**src/rtl/sevseg_pkg.sv**
```systemverilog
// sevseg_pkg: scan state encoding and hex-to-segment table (active-low, bit6=CA..bit0=CG)
package sevseg_pkg;
  typedef enum logic {BLANK = 1'b0, SHOW = 1'b1} state_t;
  localparam logic [6:0] SEG_LUT [16] = '{
    7'b0000001, 7'b1001111, 7'b0010010, 7'b0000110,
    7'b1001100, 7'b0100100, 7'b0100000, 7'b0001111,
    7'b0000000, 7'b0000100, 7'b0001000, 7'b1100000,
    7'b0110001, 7'b1000010, 7'b0110000, 7'b0111000
  };
endpackage

```
**src/rtl/sevseg_decode.sv**
```systemverilog
// sevseg_decode: combinational hex nibble to active-low seven-segment pattern
module sevseg_decode
  import sevseg_pkg::*;
(
  input  logic [3:0] nib,
  output logic [6:0] seg
);
  assign seg = SEG_LUT[nib];
endmodule

```
**src/rtl/sevseg_scan.sv**
```systemverilog
// sevseg_scan: 8-digit multiplexed seven-segment scanner with frame-aligned commit.
// Define SEVSEG_LZB_EN to enable leading-zero blanking of digits 1..7.
module sevseg_scan
  import sevseg_pkg::*;
#(
  parameter int CLK_FREQ_HZ  = 50_000_000,
  parameter int DIGIT_CYCLES = 50_000,
  parameter int BLANK_CYCLES = 500
) (
  input  logic        clk,
  input  logic        rstn,
  input  logic        i_wr_en,
  input  logic [31:0] i_wr_data,
  input  logic [7:0]  i_digit_en,
  output logic [7:0]  o_an,
  output logic [6:0]  o_seg,
  output logic        o_frame_done
);
  localparam int CW = $clog2(DIGIT_CYCLES);
  localparam logic [CW-1:0] B_END = CW'(BLANK_CYCLES - 1);
  localparam logic [CW-1:0] S_END = CW'(DIGIT_CYCLES - BLANK_CYCLES - 1);

  if (CLK_FREQ_HZ < 1 || BLANK_CYCLES < 1 || BLANK_CYCLES >= DIGIT_CYCLES) begin : g_bad_cfg
    $error("sevseg_scan: BLANK_CYCLES must be in [1, DIGIT_CYCLES)");
  end

  state_t          state, state_nx;
  logic [CW-1:0]   cnt, cnt_nx;
  logic [2:0]      idx, idx_nx;
  logic [31:0]     disp, pend;
  logic            pend_f, last, commit;
  logic [6:0]      seg_dec;
  logic [7:0]      lzb;

  always_ff @(posedge clk or negedge rstn)
    if (!rstn) begin
      state <= BLANK;
      cnt   <= '0;
      idx   <= '0;
    end else begin
      state <= state_nx;
      cnt   <= cnt_nx;
      idx   <= idx_nx;
    end

  always_comb begin
    last     = (state == BLANK) ? (cnt == B_END) : (cnt == S_END);
    state_nx = last ? ((state == BLANK) ? SHOW : BLANK) : state;
    cnt_nx   = last ? '0 : cnt + 1'b1;
    idx_nx   = (last && state == SHOW) ? idx + 1'b1 : idx;
    commit   = last && state == SHOW && idx == 3'd7;
  end

  // A write on the commit cycle bypasses pending and lands directly in disp
  always_ff @(posedge clk or negedge rstn)
    if (!rstn) begin
      disp   <= '0;
      pend   <= '0;
      pend_f <= 1'b0;
    end else if (commit) begin
      disp   <= i_wr_en ? i_wr_data : (pend_f ? pend : disp);
      pend   <= i_wr_en ? i_wr_data : pend;
      pend_f <= 1'b0;
    end else if (i_wr_en) begin
      pend   <= i_wr_data;
      pend_f <= 1'b1;
    end

`ifdef SEVSEG_LZB_EN
  logic z;
  always_comb begin
    lzb = '0;
    z   = 1'b1;
    for (int k = 7; k > 0; k--) begin
      z      = z & (disp[4*k +: 4] == 4'h0);
      lzb[k] = z;
    end
  end
`else
  assign lzb = '0;
`endif

  sevseg_decode u_dec (
    .nib(disp[{idx, 2'b00} +: 4]),
    .seg(seg_dec)
  );

  always_ff @(posedge clk or negedge rstn)
    if (!rstn) begin
      o_an         <= 8'hFF;
      o_seg        <= 7'h7F;
      o_frame_done <= 1'b0;
    end else begin
      o_an         <= (state == SHOW && i_digit_en[idx] && !lzb[idx]) ? ~(8'd1 << idx) : 8'hFF;
      o_seg        <= (state == SHOW) ? seg_dec : 7'h7F;
      o_frame_done <= commit;
    end
endmodule
```
**config.mk**
```make
export PLATFORM = sky130hd
export DESIGN_NAME = sevseg_scan
export DESIGN_NICKNAME = d
export VERILOG_FILES = /design/src/rtl/sevseg_pkg.sv /design/src/rtl/sevseg_decode.sv /design/src/rtl/sevseg_scan.sv
export SDC_FILE = /design/constraint.sdc
export NUM_CORES = 1
export LEC_CHECK = 0
export BUFFER_PORTS_ARGS = -buffer_cell sky130_fd_sc_hd__buf_2
export CAP_MARGIN = 20
export CORE_MARGIN = 2
export CORE_UTILIZATION = 45
export CTS_BUF_LIST = sky130_fd_sc_hd__clkbuf_4
export DETAILED_ROUTE_END_ITERATION = 8
export GPL_ROUTABILITY_DRIVEN = 0
export SKIP_LAST_GASP = 1
export SYNTH_ARGS = -nofsm -noshare
export SYNTH_HDL_FRONTEND = slang
export SYNTH_SLANG_ARGS = --single-unit
```
**constraint.sdc**
```tcl
create_clock -name clk -period 4.63 [get_ports clk]
set_input_delay 1.389 -clock clk [delete_from_list [all_inputs] [get_ports clk]]
set_output_delay 1.389 -clock clk [all_outputs]
set_load 0.005 [all_outputs]
```
==> results.cfg <==
[die]
die-height_um = 105.3
ioPinCount = 59
dieArea_sq_um = 11080
die_w_um = 105.3
core-area_sq_um = 9864
row_count = 36
start_util_pct = 46.77

[global_route]
grt_pass1_wl_mm = 14.25
antenna_found_initial = 0
use_met1_pct = 21.84
first_global_vias = 2889
use_met3_pct = 4.205
track_usage_pct = 16.44
grt.busiest_layer = met2
gr-total-overflow = 0
grt_max_degree = 85
grtUsageMet2_pct = 26.41

[drt]
vias = 2684
ant_nets = 0
drtIter0Drc = 101
viasPerCell = 5.122
drc_errors = 0
dr.pass1.iters = 4
wirelength_mm = 8.255
routedWlPerCell_um = 15.75

[place]
numPortBuffers = 58
place_ws_ps = 1591
dp_hpwl_mm = 5.613
place_area_sq_um = 5001

[worst_setup_path]
crit_fanout = 16
crit_type = reg -> reg
arrival_ps = 3420
crit_top_cell = inv_1
start_kind = flop
cpPeakStageDelay_ps = 820
cp.depth = 8
worstSetupEndpointType = flop
cp_num_buf_inv = 2
critical_path.top_delay_family = multiplexers
ff2ff_path_depth = 8
cp_cell_sequence = mux4_2, mux2i_1, inv_1, ha_1, inv_1, nor2_1, a2111oi_0, a31oi_1
crit_required_ps = 4980
critPathSlowestCell = dfrtp_1

[synthesis]
synth_seq_area_share_pct = 55.19
ys_types = 44
synth_edf_count = 0
synth.net_count = 384
yosys_most_used_dff = dfrtp_1
syn_inst = 328
postSynth.asyncResetShare_pct = 100.0
synth-seq-cells = 101
syn_area_sq_um = 4613
synth_warnings = 0
postSynthAreaPerCell_sq_um = 14.06

[power]
p_per_area_nw_per_um2 = 272.9
ir_drop_mv = 0.1917
leakage_nw = 2.471

[timing]
fin_tns_setup_ps = 0
hold_viol = 0
final.setup.worst_slack_ps = 1565
fin_skew_ps = 28.74
min_period_ps = 3065
slew_viol_final = 0
fmax_ghz = 0.3263
rsz0062_at_grt = no
slew_headroom_pct = 42.98
tightest_slew_ps = 847.5
post-route-period-util_pct = 66.19
setup_viol_count_final = 0

[finish]
final_cell_mix = dfrtp_1 (86), buf_2 (57), mux2_2 (36)
num-fill-cells = 863
layout-area-overhead-vs-synth_pct = 11.47
final_common_cell = dfrtp_1
seq_area_sq_um = 2546
diodes = 0
fin_area_sq_um = 5142
final_nets = 443
multi_input_area_sq_um = 1939
drive_gt1_share_pct = 42.97

[clock_tree]
cts-root-buf = clkbuf_4
post-cts-setup-buffer-count = 0
cts_made_buffers = 9
clk_latency_ps = 460
h-tree-depth = 3
clockBufferDepth = 2
clkSinkCount = 101
postCtsHoldBufs = 0
post_cts_resized = 0
cts_tree = done
path_clk_slew_ps = 160

[hold_path]
hold_class = reg -> reg
min_path_cells = 1

[run_status]
outcome = finished clean

[flow_run]
maxCapViolations = 0
flip-flops by register name, indices dropped and copies added, names as in the netlist:
name	cells
idx	3
o_an	8
pend_f	1
o_frame_done	1
o_seg	7
pend	32
state	1
disp	32
cnt	16
per-layer routing:
layer / up-vias / part of all wire (%)
met4: 0 / 1.4
met1: 1354 / 47
met3: 10 / 4.1
li1: 1267 / -
met2: 53 / 47
met5: - / 0
report_power, final:
part           switching [W]  internal [W]
sequential        0.00000629      0.000910
combinational      0.0000438     0.0000437
clock               0.000293      0.000106
total               0.000344       0.00106
synth_stat cells, drive strengths merged (7+ instances only):
cell type  count  area, sq um
inv            8        30.03
nor2          17        63.81
mux2i         10        100.1
buf            9        71.31
ha            13        162.7
dfstp         15        394.1
mux2          66        855.8
dfrtp         86         2152
nand2         26        97.59
xor2           7        61.31
xnor2          8        70.07
mux4           8        180.2
cell type report:
type,count,area share (%)
tap,133,3.236
multi-input combinational,203,37.71
timing repair buffer,63,6.813
clock inverter,6,0.7543
clock buffer,9,1.314
sequential,101,49.51
inverter,9,0.6569
metrics by stage:
stage	utilization, %	instances	power [W]	hold slack (ps)
after floorplan	-	328	0.0009730	447.3
after global placement	50.70	507	0.001019	469.5
after detailed placement	50.70	507	0.001021	474.7
after CTS	51.78	522	0.001425	498.6
after global routing	52.13	524	0.001468	517.2
final	52.13	524	0.001403	492.9
worst paths after layout:
kind / startpoint / slack [ps] / endpoint
worst min register to register: cnt[10] / 490 / cnt[10]
min in group asynchronous: rstn / 760 / pend[26]
worst min-delay path: cnt[10] / 490 / cnt[10]
worst max-delay path: idx[1] / 1570 / o_seg[6]
worst max register to register: idx[1] / 1570 / o_seg[6]
max in group asynchronous: rstn / 2970 / pend[0]
cell families after synthesis:
group                    synth area share (%)
AO/OA/AOI/OAI                           2.929
XOR/XNOR                                2.848
adder cells (fa/ha/maj)                 3.526
buffers and inverters                   2.766
flip-flops                              55.19
multiplexers                            24.63
AND/OR/NAND/NOR                         8.110
(Power assumes the default switching activity.)
